===== config.mk =====
export PLATFORM = sky130hd
export DESIGN_NAME = uart_rx
export DESIGN_NICKNAME = d
export VERILOG_FILES = /design/src/rtl/uart_rx.sv
export SDC_FILE = /design/constraint.sdc
export NUM_CORES = 1
export LEC_CHECK = 0
export ABC_CLOCK_PERIOD_IN_PS = 5500
export CORE_MARGIN = 4
export CORE_UTILIZATION = 39
export DETAILED_ROUTE_END_ITERATION = 8
export GPL_TIMING_DRIVEN = 0
export PLACE_DENSITY_LB_ADDON = 0.12
export SETUP_SLACK_MARGIN = 0.5
export SLEW_MARGIN = 25
export SYNTH_ARGS = -nofsm -noshare
export SYNTH_HDL_FRONTEND = slang
export SYNTH_SLANG_ARGS = --single-unit

===== constraint.sdc =====
create_clock -name SYS_CLK -period 5.5 [get_ports SYS_CLK]
set_input_delay 1.1 -clock SYS_CLK [delete_from_list [all_inputs] [get_ports SYS_CLK]]
set_output_delay 1.1 -clock SYS_CLK [all_outputs]
set_load 0.02 [all_outputs]

===== src/rtl/uart_rx.sv =====
// Purpose : 8N1-style UART receiver that turns the UART_RX pad into words on a valid/ready port.
// Latency : word presented one cycle after the mid-stop-bit sample (m_valid rises on that edge).
// Backpres: never stalls the line; a word completing while the 1-entry buffer is held is dropped
//           and flagged on overrun.
//
// Ports
//   SYS_CLK   in   1          system clock, rising edge
//   RESET     in   1          synchronous active-high reset
//   UART_RX   in   1          asynchronous serial input, idle high
//   m_data    out  DATA_BITS  received word, meaningful while m_valid=1
//   m_valid   out  1          word available
//   m_ready   in   1          consumer takes m_data when m_valid && m_ready
//   frame_err out  1          one-cycle pulse: stop bit sampled low
//   overrun   out  1          one-cycle pulse: word completed while buffer full, new word lost

module uart_rx #(
    parameter int CLK_HZ      = 50_000_000,
    parameter int BAUD        = 115_200,
    parameter int DATA_BITS   = 8,   // 5..9
    parameter int SYNC_STAGES = 2    // >= 2
) (
    input  logic                 SYS_CLK,
    input  logic                 RESET,
    input  logic                 UART_RX,
    output logic [DATA_BITS-1:0] m_data,
    output logic                 m_valid,
    input  logic                 m_ready,
    output logic                 frame_err,
    output logic                 overrun
);

    // Bit period in clocks, rounded to nearest; HALF positions the first
    // sample in the middle of the start bit.
    localparam int DIV  = (CLK_HZ + BAUD / 2) / BAUD;
    localparam int HALF = DIV / 2;
    localparam int CW   = (DIV > 1) ? $clog2(DIV) : 1;
    localparam int IW   = $clog2(DATA_BITS);

    localparam logic [CW-1:0] CNT_HALF = CW'(HALF - 1);
    localparam logic [CW-1:0] CNT_FULL = CW'(DIV - 1);
    localparam logic [IW-1:0] IDX_LAST = IW'(DATA_BITS - 1);

    typedef enum logic [2:0] {
        ST_IDLE,
        ST_START,
        ST_DATA,
        ST_STOP,
        ST_BREAK
    } state_t;

    // ------------------------------------------------------------------
    // Input synchroniser. Resets to the idle (high) level so a reset never
    // manufactures a falling edge.
    // ------------------------------------------------------------------
    logic [SYNC_STAGES-1:0] sync_q;
    logic                   rx_s;

    always_ff @(posedge SYS_CLK) begin
        if (RESET) begin
            sync_q <= '1;
        end else begin
            sync_q <= {sync_q[SYNC_STAGES-2:0], UART_RX};
        end
    end

    assign rx_s = sync_q[SYNC_STAGES-1];

    // ------------------------------------------------------------------
    // Frame FSM plus the single-entry output buffer.
    // ------------------------------------------------------------------
    state_t                 state;
    logic [CW-1:0]          cnt;
    logic [IW-1:0]          idx;
    logic [DATA_BITS-1:0]   shift;

    always_ff @(posedge SYS_CLK) begin
        if (RESET) begin
            state     <= ST_IDLE;
            cnt       <= '0;
            idx       <= '0;
            shift     <= '0;
            m_data    <= '0;
            m_valid   <= 1'b0;
            frame_err <= 1'b0;
            overrun   <= 1'b0;
        end else begin
            frame_err <= 1'b0;
            overrun   <= 1'b0;

            // Consumer handshake; a completion later in this block may
            // re-assert m_valid in the same cycle.
            if (m_valid && m_ready) begin
                m_valid <= 1'b0;
            end

            case (state)
                ST_IDLE: begin
                    if (!rx_s) begin
                        cnt   <= CNT_HALF;
                        state <= ST_START;
                    end
                end

                ST_START: begin
                    if (cnt != '0) begin
                        cnt <= cnt - CW'(1);
                    end else if (rx_s) begin
                        // Line went back high before mid start bit: glitch.
                        state <= ST_IDLE;
                    end else begin
                        cnt   <= CNT_FULL;
                        idx   <= '0;
                        state <= ST_DATA;
                    end
                end

                ST_DATA: begin
                    if (cnt != '0) begin
                        cnt <= cnt - CW'(1);
                    end else begin
                        shift[idx] <= rx_s;
                        cnt        <= CNT_FULL;
                        if (idx == IDX_LAST) begin
                            state <= ST_STOP;
                        end else begin
                            idx <= idx + IW'(1);
                        end
                    end
                end

                ST_STOP: begin
                    if (cnt != '0) begin
                        cnt <= cnt - CW'(1);
                    end else if (rx_s) begin
                        state <= ST_IDLE;
                        // Buffer free, or being drained this same cycle.
                        if (!m_valid || m_ready) begin
                            m_data  <= shift;
                            m_valid <= 1'b1;
                        end else begin
                            overrun <= 1'b1;
                        end
                    end else begin
                        frame_err <= 1'b1;
                        state     <= ST_BREAK;
                    end
                end

                ST_BREAK: begin
                    // Hold off until the line idles so a stuck-low line
                    // does not look like an endless train of start bits.
                    if (rx_s) begin
                        state <= ST_IDLE;
                    end
                end

                default: begin
                    state <= ST_IDLE;
                end
            endcase
        end
    end

endmodule


Yosys cells after proc, flatten, opt, wreduce, memory -nomap -nowiden
Index checks and enable logic that the tools add are counted.
{"block": "classes", "add_sub_neg": 2, "magnitude_cmp": 2, "n_eq_ne": 15, "muxes": 30, "bitwise_logic": 3, "n_reduce_logical": 15}
{"cell": "9-bit two-way mux", "count": 5}
{"cell": "9-bit one-hot mux with 4 select lines", "count": 1}
{"cell": "3-bit two-way mux", "count": 11}
{"cell": "2-bit != test, second input constant", "count": 9}
{"cell": "3-bit one-hot mux with 5 select lines", "count": 1}
{"cell": "9-bit nonzero test", "count": 1}
{"cell": "9-bit by 1-bit subtractor with 9-bit output, second input constant", "count": 1}
{"cell": "8-bit bitwise mux", "count": 1}
{"cell": "1-bit two-way mux", "count": 8}
{"cell": "4-bit AND reduction", "count": 2}
{"cell": "3-bit by 2-bit == test with 1-bit output, second input constant", "count": 2}
{"cell": "3-bit == test, second input constant", "count": 2}
{"cell": "3-bit one-hot mux with 2 select lines", "count": 1}
{"cell": "6-bit AND reduction", "count": 1}
{"cell": "5-bit AND reduction", "count": 1}
{"cell": "3-bit by 4-bit less-than comparator with 1-bit output, second input constant", "count": 1}
{"cell": "4-bit nonzero test", "count": 1}
{"cell": "4-bit OR reduction", "count": 1}
{"cell": "3-bit by 1-bit adder with 3-bit output, second input constant", "count": 1}
{"cell": "1-bit demux with 3-bit select", "count": 1}
{"cell": "3-bit by 1-bit == test with 1-bit output, second input constant", "count": 1}
{"cell": "3-bit by 1-bit >= comparator with 1-bit output, second input constant", "count": 1}
{"cell": "3-bit logical NOT", "count": 1}
{"cell": "3-bit != test, second input constant", "count": 1}
{"cell": "8 further kinds", "count": 11}
{"block": "totals", "reg_bits": 36, "input_bits": 4, "out_inout_bits": 11, "wordCells": 76}

Logic depth before layout (Yosys ltp)
Gate-level depths: netlist (run 1).
{"block": "depth", "word_depth": 6, "depth_mapped": 7, "depth_no_buf": 7}

Worst setup path after synthesis (run 1)
Ideal clock, no wire load.
{"block": "synth_path", "path_kind": "in2reg", "from": "in RESET", "to": "reg frame_err", "t_arrival_ns": 1.721, "required_time_ns": 5.367, "path_slack_ns": 3.647, "path_stages": 3, "path_buffers": 2, "path_cell_list": "clkbuf_1 clkbuf_1 nor3b_1"}
{"block": "synth_via", "elab_chain_len": 1}
{"element": "start, declared", "line_no": "23", "source": "input logic RESET,"}
{"element": "3-bit OR reduction (no source line)"}
{"element": "end signal, assigned", "line_no": "84", "source": "frame_err <= 1'b0;"}
{"element": "end signal, assigned", "line_no": "87", "source": "frame_err <= 1'b0;"}
{"element": "end signal, assigned", "line_no": "144", "source": "frame_err <= 1'b1;"}
{"element": "end, declared", "line_no": "28", "source": "output logic frame_err,"}
Every way passes these cells.
A chain may end at the register's enable or synchronous reset.

Worst setup path after layout (run 1)
{"block": "layout_path", "from": "reg m_valid", "to": "out m_valid"}
{"element": "start, declared", "line_no": "26", "source": "output logic m_valid,"}
{"element": "start signal, assigned", "line_no": "83", "source": "m_valid <= 1'b0;"}
{"element": "start signal, assigned", "line_no": "93", "source": "m_valid <= 1'b0;"}
{"element": "start signal, assigned", "line_no": "139", "source": "m_valid <= 1'b1;"}
No word-level cell between the ends.

==> results.md, run 1 <==
- Dpl hpwl: 2953 µm
- Ranking of synthesized cells by area: dfxtp_1, mux2i_1, nor2_1
- Synthesized area: 1773 µm²
- GPL Wtd Cong: 0.9001
- First-pass GRT wire length: 6975 µm
- Cells on Worst Hold Path: 1
- Tot GR Track Use: 16.05%
- Final setup slack of the worst path: 3.150 ns
- Post-CTS sizing: 0
- Setup TNS: 0 ns
- Post-layout min period: 2.350 ns
- #FFs+latches synth: 36
- Slowest CP cell: clkdlybuf4s50_1
- Sequential-to-total area share from yosys stat: 40.65%
- Synth unique cells: 45
- Final antenna-violating net count: 0
- RSZ-0062 raised after global routing: no
- Yosys warning total: 0
- Crit-path max cell delay: 0.61 ns
- Crit Path Max Fanout: 2
- Final number of setup-violating endpoints: 0
- R2R Path Start: cnt[0]$_SDFFE_PP0P_
- Pre-CTS WS: 3.110 ns
- Maximum vdd ir drop: 0.1266 mV
- Fmax: 425.5 MHz
- Post-CTS setup buffers: 0
- Yosys top cell area share: 40.65%
- DR DRC count: 0
- Slew Limit Fails: 0
- Hold Buf Count CTS: 0
- Slew margin rel.: 53.13%
- Worst-skew pair later-pin latency: 0.29 ns
- PortBufs: 13
- NumNets Final: 228
- Hold Fails Final Rpt: 0
- Layout cells sized above 1: 9.955%
- Clk_skew: 0.01454 ns
- Initial drt markers: 105
- WL final: 4005 µm
- Initial Util: 40.44%
- Initial antenna violation count: 0
- Leak pwr: 0.7957 nW
- Syn-to-layout area delta: 16.44%
- Hold worst-path end: sync_q[1]$_SDFF_PP1_
- Commonest cells after routing, fill and taps aside: dfxtp_1, nor2_1, mux2i_1
- Die Y: 75.43 µm
- Outcome: complete, no violations
- I/O pin total: 15
- Ys async rst share: 0%
- Pwr/cell area: 369.5 nW/µm²
- Crit path capture type: output port
- Drt pass-1 iters: 4
- Commonest non-fill, non-tap cell in the layout: dfxtp_1
- CTS tree: done
- Cell taking the most area after synthesis: dfxtp_1
- CTS Sinks: 36
- CP delay by family, top: buffers and inverters
- Max Cap Viol: 0
- Hold_sp: sync_q[0]$_SDFF_PP1_
- Placement row count: 24
- CP Buf/Inv Count: 1
- Mapped Cells: 201
- Syn_area_per_cell: 8.821 µm²
- Core area: 4384 µm²
- Min-delay worst type: flop to flop
- Drt wl/cell: 14.67 µm
- CTS clk-pin slew, worst paths: 0.08 ns
- Via density: 5.498
- Arrival @ worst endpoint: 1.25 ns
- Reg-to-reg critical path endpoint: shift[2]$_SDFFE_PP0P_
- Total number of vias: 1,501
- Gr ovfl total: 0
- Max clock buf depth: 2
- Num CTS Buffers: 5
- Die ar.: 5689 µm²
- Die Wd: 75.43 µm
- Worst reg2reg path depth: 7
- Req. time, crit path: 4.40 ns
- Mapped Nets: 208
- Slew @ Worst Pin: 0.7017 ns
- Root Buffer: clkbuf_8
- Vias in the first global route: 1,477
- CP Launch Type: flop
- H-Tree Level Count: 2
- Post-synth EDFFs: 0
- Final period util: 42.73%
- Top FF cell, synth: dfxtp_1
- Antenna diode count: 0
- Cells along the critical path: clkdlybuf4s50_1
- Largest net degree at the start of global routing: 11
- Crit Path Class: flop to output port
- Register-to-register setup slack: 3.33 ns
==> registers in the layout, indices dropped and copies added (netlist names) <==
| name | count |
|---|---|
| cnt | 9 |
| frame_err | 1 |
| idx | 3 |
| m_data | 8 |
| m_valid | 1 |
| overrun | 1 |
| shift | 8 |
| state | 3 |
| sync_q | 2 |
==> layer usage <==
metal	up-vias	part of all wire [%]	GRT usage (%)
met1	704	49	21.19
li1	764	-	-
met5	-	0	0
met4	0	2.2	6.602
met2	24	46	25.12
met3	9	3.2	3.826
==> cell usage after synthesis (3+ instances only) <==
master	instances
ha_1	3
mux2i_1	21
dfxtp_1	36
o21ai_0	7
nor2_1	30
nor4_1	3
nand3_1	7
nand2b_1	3
nor3b_1	3
nand4_1	3
inv_1	4
nor3_1	8
a21oi_1	9
or2_2	4
nand2_1	13
clkbuf_1	10
==> where the power goes <==
| group | internal [mW] | total, mW | switching [mW] |
|---|---|---|---|
| sequential | 0.278 | 0.302 | 0.0233 |
| combinational | 0.0896 | 0.259 | 0.170 |
| clock | 0.111 | 0.202 | 0.0903 |
==> stage by stage <==
step	hold slack [ns]	total power [mW]	utilization (%)	cell area, µm²	cells
2_1_floorplan	0.3895	0.5026	-	1773	201
3_3_place_gp	0.3945	0.5669	44.89	1968	266
3_5_place_dp	0.3938	0.5646	44.89	1968	266
4_1_cts	0.4128	0.7696	47.09	2064	273
5_1_grt	0.4366	0.8124	47.09	2064	273
6_report	0.4105	0.7628	47.09	2064	273
==> cell families after synthesis <==
family / count (synthesis) / share of synthesized area [%]
AND/OR/NAND/NOR: 87 / 26.75
AO/OA/AOI/OAI: 36 / 14.40
flip-flops: 36 / 40.65
multiplexers: 21 / 11.86
buffers and inverters: 17 / 3.740
adder cells (fa/ha/maj): 3 / 2.117
XOR/XNOR: 1 / 0.4941
==> cell type report <==
cell class / count / area (µm²)
Clock buffer: 7 / 96.34
Fill cell: 436 / 2320
Multi-Input combinational cell: 148 / 985.9
Sequential cell: 36 / 720.7
Buffer: 13 / 51.30
Inverter: 4 / 15.01
Tap cell: 52 / 65.06
Timing Repair Buffer: 13 / 130.1
==> worst max-delay path by stage <==
stage                     cells after the start  slack (ns)           startpoint                endpoint
final                                         1        3.15   m_valid$_SDFF_PP0_                 m_valid
after floorplan                               3        3.65                RESET    frame_err$_SDFF_PP0_
after detailed placement                      5        3.11              m_ready  m_data[2]$_SDFFE_PP0P_
after CTS                                     1        3.14   m_valid$_SDFF_PP0_                 m_valid
after global placement                        5        3.11              m_ready  m_data[6]$_SDFFE_PP0P_
after global routing                          7        3.07  cnt[0]$_SDFFE_PP0P_   shift[1]$_SDFFE_PP0P_
Power figures use the tool's default switching activity.
==> inputs of run 2 (changes only) <==
--- a/config.mk
+++ b/config.mk
@@ -5,7 +5,7 @@
 export SDC_FILE = /design/constraint.sdc
 export NUM_CORES = 1
 export LEC_CHECK = 0
-export ABC_CLOCK_PERIOD_IN_PS = 5500
+export ABC_CLOCK_PERIOD_IN_PS = 1950
 export CORE_MARGIN = 4
 export CORE_UTILIZATION = 39
 export DETAILED_ROUTE_END_ITERATION = 8
==> constraint.sdc (replaced) <==
create_clock -name SYS_CLK -period 1.95 [get_ports SYS_CLK]
set_input_delay 0.39 -clock SYS_CLK [delete_from_list [all_inputs] [get_ports SYS_CLK]]
set_output_delay 0.39 -clock SYS_CLK [all_outputs]
set_load 0.02 [all_outputs]
==> results.md, run 2 (synthesis results as in run 1) <==
- Clk_skew: 0.006967 ns (-0.007576 ns)
- Die Y: 75.43 µm (unchanged)
- Tot GR Track Use: 18.26% (+2.2 points)
- Syn-to-layout area delta: 46.22%
- Post-layout min period: 1.887 ns
- Outcome: complete, no violations
- R2R Path Start: cnt[4]$_SDFFE_PP0P_
- Final antenna-violating net count: 0 (unchanged)
- Critical Path Sink: cnt[7]$_SDFFE_PP0P_
- Gr ovfl total: 0 (unchanged)
- Crit Path Class: flop to flop
- Drt pass-1 iters: 4 (unchanged)
- I/O pin total: 15 (unchanged)
- Leak pwr: 1.047 nW (+32%)
- Min-delay worst type: flop to flop
- Fmax: 529.8 MHz
- Hold Fails Final Rpt: 0 (unchanged)
- Worst reg2reg path depth: 6 (-1)
- Crit path capture type: flop
- Maximum vdd ir drop: 0.4366 mV (+250%)
- CP Launch Type: flop
- CTS Sinks: 36 (unchanged)
- Req. time, crit path: 2.15 ns (-2.25 ns)
- Most flop-heavy register: cnt
- Biggest regs: cnt: 9 flops, m_data: 8 flops, shift: 8 flops
- RSZ-0062 raised after global routing: yes
- Initial Util: 40.44% (unchanged)
- Initial drt markers: 167 (+59%)
- Crit-path max cell delay: 0.59 ns (-0.02 ns)
- Dpl hpwl: 3070 µm (+4.0%)
- CTS tree: done
- Total number of vias: 1,689 (+13%)
- CP Buf/Inv Count: 1 (unchanged)
- DR DRC count: 0 (unchanged)
- Antenna diode count: 0 (unchanged)
- Core area: 4384 µm² (unchanged)
- CP delay by family, top: simple AND/OR/NAND/NOR gates
- Final number of setup-violating endpoints: 0 (unchanged)
- Max clock buf depth: 2 (unchanged)
- Die Wd: 75.43 µm (unchanged)
- NumNets Final: 251 (+10%)
- H-Tree Level Count: 2 (unchanged)
- Pwr/cell area: 1206 nW/µm² (+230%)
- Worst setup path start: cnt[4]$_SDFFE_PP0P_
- WL final: 4967 µm (+24%)
- Die ar.: 5689 µm² (unchanged)
- Setup TNS: 0 ns (unchanged)
- WP depth: 6 (+5)
- Num CTS Buffers: 5 (unchanged)
- GPL Wtd Cong: 0.8344 (-7.3%)
- Reg-to-reg critical path endpoint: cnt[7]$_SDFFE_PP0P_
- Commonest non-fill, non-tap cell in the layout: dfxtp_1
- Root Buffer: clkbuf_8
- Largest net degree at the start of global routing: 11 (unchanged)
- Layout cells sized above 1: 38.52% (+29 points)
- Slew margin rel.: 55.04% (+1.9 points)
- Via density: 5.706 (+3.8%)
- Arrival @ worst endpoint: 2.09 ns (+0.84 ns)
- Final period util: 96.79%
- Initial antenna violation count: 0 (unchanged)
- Worst-skew pair later-pin latency: 0.29 ns (about the same)
- Register-to-register setup slack: 0.06 ns (-3.27 ns)
- CTS clk-pin slew, worst paths: 0.07 ns (about the same)
- Slew Limit Fails: 0 (unchanged)
- Slew @ Worst Pin: 0.6744 ns (-0.02729 ns)
- Cells along the critical path: or4_4 -> buf_4 -> nor4_2 -> or3_1 -> a21oi_2 -> a311oi_1
- Crit Path Max Fanout: 3 (+1)
- PortBufs: 13 (unchanged)
- First-pass GRT wire length: 8031 µm (+15%)
- Slowest CP cell: or4_4
- Drt wl/cell: 16.78 µm (+14%)
- Placement row count: 24 (unchanged)
- Vias in the first global route: 1,659 (+12%)
- Max Cap Viol: 0 (unchanged)
- Hold Buf Count CTS: 0 (unchanged)
- Max FFs per register: 9 (unchanged)
- Commonest cells after routing, fill and taps aside: dfxtp_1, nor2_1, mux2i_1
- Power Total: 3.127 mW (+310%)
-- run 2: cell count changes in the layout (fill, tap and decap cells not counted), sizes merged --
cell           change
buf               +23
clkdlybuf4s50     -11
dlygate4sd2       +11
-- run 2: worst min path at each step --
stage | start | endpoint | cells past startpoint
after detailed placement | sync_q[0]$_SDFF_PP1_ | sync_q[1]$_SDFF_PP1_ | 1
after CTS | sync_q[0]$_SDFF_PP1_ | sync_q[1]$_SDFF_PP1_ | 1
after floorplan | sync_q[0]$_SDFF_PP1_ | sync_q[1]$_SDFF_PP1_ | 1
after global routing | sync_q[0]$_SDFF_PP1_ | sync_q[1]$_SDFF_PP1_ | 1
after global placement | sync_q[0]$_SDFF_PP1_ | sync_q[1]$_SDFF_PP1_ | 1
final | sync_q[0]$_SDFF_PP1_ | sync_q[1]$_SDFF_PP1_ | 1
-- run 2: repair_timing --
action / in CTS / in global routing
resized for setup: 56 / 36
pin swaps: 27 / 27
endpoints found under the setup margin: 45 / 34
buffers inserted: 19 / 4
-- run 2: cell type report --
| class | count | area (µm²) |
|---|---|---|
| flip-flops and latches | 36 | 735.7 |
| inverters | 4 | 17.52 |
| fillers | 373 | 1792 |
| multi-input cells | 148 | 1284 |
| plain buffers | 13 | 63.81 |
| well taps | 52 | 65.06 |
| repair buffers | 36 | 330.3 |
| clock buffers | 7 | 96.34 |
-- run 2: power by group --
group / leakage [nW] / internal, mW / switching (mW)
clock network: 0.0503 / 0.315 / 0.263
logic: 0.701 / 0.821 / 0.859
registers: 0.295 / 0.795 / 0.0751
total: 1.05 / 1.93 / 1.20
-- run 2: layer usage --
metal	share of wire, %	global-route usage, %	routed length (µm)
met2	50	29.43	2469
met4	2.0	6.214	99
met5	0	0	0
met3	4.3	4.090	216
met1	44	24.11	2180
-- run 2: through the flow --
stage	setup slack, ns	utilization [%]	hold slack, ns	area, µm²	instances
floorplan	0.2079	-	0.3895	1821	201
global placement	-0.05683	45.98	0.4022	2016	266
detailed placement	-0.1095	45.98	0.4047	2016	266
CTS	0.002760	56.02	0.4209	2456	292
global route	-0.01814	59.13	0.4347	2592	296
finish	0.06265	59.13	0.4153	2592	296
==> inputs of run 3 (changes only) <==
--- a/config.mk
+++ b/config.mk
@@ -7,7 +7,7 @@
 export LEC_CHECK = 0
 export ABC_CLOCK_PERIOD_IN_PS = 1950
 export CORE_MARGIN = 4
-export CORE_UTILIZATION = 39
+export CORE_UTILIZATION = 51
 export DETAILED_ROUTE_END_ITERATION = 8
 export GPL_TIMING_DRIVEN = 0
 export PLACE_DENSITY_LB_ADDON = 0.12
==> results.md, run 3 (synthesis results as in run 1) <==
- Outcome: complete, but fails checks
- Failing checks: setup timing
- Initial Util: 53.13% (+13 points)
- PortBufs: 13 (unchanged)
- Crit path capture type: flop
- Post-layout min period: 1.969 ns (+0.08183 ns)
- Max FFs per register: 9 (unchanged)
- I/O pin total: 15 (unchanged)
- H-Tree Level Count: 2 (unchanged)
- Die Y: 66.96 µm (-11%)
- Clk_skew: 0.01035 ns (+0.003384 ns)
- Total number of vias: 1,782 (+5.5%)
- DR DRC count: 0 (unchanged)
- Die Wd: 66.96 µm (-11%)
- Most flop-heavy register: cnt
- RSZ-0062 raised after global routing: yes
- Hold WS: 0.4258 ns (+0.01056 ns)
- Antenna diode count: 0 (unchanged)
- Slew margin rel.: 52.81% (-2.2 points)
- WL final: 5574 µm (+12%)
- Die ar.: 4484 µm² (-21%)
- Drt wl/cell: 19.02 µm (+13%)
- Max Cap Viol: 0 (unchanged)
- Drt pass-1 iters: 4 (unchanged)
- Hold Buf Count CTS: 0 (unchanged)
- Num CTS Buffers: 5 (unchanged)
- Final antenna-violating net count: 0 (unchanged)
- Fmax: 507.8 MHz (-4.2%)
- CP Launch Type: flop
- Power Total: 3.024 mW (-3.3%)
- Final setup slack of the worst path: -0.01918 ns (-0.08183 ns)
- Tot GR Track Use: 24.39% (+6.1 points)
- CTS clk-pin slew, worst paths: 0.12 ns (+0.05 ns)
- Final number of setup-violating endpoints: 1 (+1)
- Worst-skew pair later-pin latency: 0.36 ns (+0.07 ns)
- Slew Limit Fails: 0 (unchanged)
- Min-delay worst type: flop to flop
- Syn-to-layout area delta: 45.80%
- CTS Sinks: 36 (unchanged)
- Slew @ Worst Pin: 0.7078 ns (+0.03342 ns)
- Leak pwr: 1.028 nW (-1.8%)
- Fill cells: 221 (-41%)
- Hold Fails Final Rpt: 0 (unchanged)
- Final period util: 101.0% (+4.2 points)
- First-pass GRT wire length: 8211 µm (+2.2%)
- Dpl hpwl: 2882 µm (-6.1%)
- Via density: 6.082 (+6.6%)
- Max clock buf depth: 2 (unchanged)
- Gr ovfl total: 0 (unchanged)
- Maximum vdd ir drop: 0.5346 mV (+22%)
- Pwr/cell area: 1170 nW/µm² (-3.0%)
- Core area: 3337 µm² (-24%)
- Biggest regs: cnt: 9 flops, m_data: 8 flops, shift: 8 flops
- Crit Path Class: flop to flop
- Crit Path Max Fanout: 7 (+4)
- Req. time, crit path: 2.17 ns (+0.02 ns)
- Largest net degree at the start of global routing: 12 (+1)
- Placement row count: 21 (-13%)
- Root Buffer: clkbuf_4
- CTS tree: done
- Commonest non-fill, non-tap cell in the layout: dfxtp_1
- Initial antenna violation count: 0 (unchanged)
- Vias in the first global route: 1,763 (+6.3%)
- Layout cells sized above 1: 40.08% (+1.6 points)
- Arrival @ worst endpoint: 2.19 ns (+0.10 ns)
- NumNets Final: 254 (+1.2%)
- Initial drt markers: 243 (+46%)
- Commonest cells after routing, fill and taps aside: dfxtp_1, nor2_1, mux2i_1
- GPL Wtd Cong: 0.9183 (+10%)
-- run 3: cell types whose count changed in the layout (fill, tap and decap cells not counted), moves of 3 or more --
cell / delta
clkdlybuf4s15_1: +6
dlygate4sd2_1: -8
buf_4: +3
clkbuf_4: +4
clkbuf_2: +3
clkbuf_8: -7
-- run 3: path summary, 6_finish.rpt --
kind,start,to,depth (start not counted),slack [ns]
worst min-delay path,sync_q[0]$_SDFF_PP1_,sync_q[1]$_SDFF_PP1_,1,0.43
worst min register to register,sync_q[0]$_SDFF_PP1_,sync_q[1]$_SDFF_PP1_,1,0.43
worst max-delay path,cnt[4]$_SDFFE_PP0P_,cnt[3]$_SDFFE_PP0P_,6,-0.02
worst max register to register,cnt[4]$_SDFFE_PP0P_,cnt[3]$_SDFFE_PP0P_,6,-0.02
-- run 3: routing by layer --
| layer | GRT usage (%) | routed length, µm |
|---|---|---|
| met1 | 27.55 | 2242 |
| met2 | 40.97 | 2800 |
| met3 | 6.577 | 260 |
| met4 | 13.92 | 270 |
| met5 | 0 | 0 |
-- run 3: per-stage QoR --
step	util (%)	instances	setup slack (ns)	setup TNS, ns	area, µm²
2_1_floorplan	-	201	0.2079	0	1821
3_3_place_gp	60.18	260	-0.01086	-0.04234	2008
3_5_place_dp	60.18	260	-0.06164	-0.3096	2008
4_1_cts	71.17	285	0.009027	0	2375
5_1_grt	77.47	293	-0.03420	-0.1043	2585
6_report	77.47	293	-0.01918	-0.01918	2585
-- run 3: critical path: stages (launching register included) --
cell and delay (ns):
dfxtp_4 0.40, or4_4 0.54, o31ai_4 0.30, a31oi_4 0.16
buf_12 0.17, o21ai_0 0.11, a221oi_1 0.14
-- run 3: area by class of cell --
type | count | area, µm² | area share (%)
repair buffers | 39 | 370.4 | 14.33
plain buffers | 13 | 62.56 | 2.420
flip-flops and latches | 36 | 740.7 | 28.65
well taps | 46 | 57.56 | 2.227
clock inverters | 2 | 12.51 | 0.4840
clock buffers | 5 | 37.54 | 1.452
multi-input cells | 148 | 1284 | 49.66
inverters | 4 | 20.02 | 0.7744
-- run 3: power by group --
part	internal, mW	switching, mW	leakage [nW]	total [mW]
clock	0.131	0.265	0.0271	0.396
combinational	0.829	0.913	0.706	1.74
sequential	0.796	0.0907	0.296	0.886
-- run 3: timing repair --
action                     4_1_cts  5_1_grt
pin swaps                       23       24
gates resized for setup         49       53
setup endpoints to repair       45       42
setup buffers                   18        8
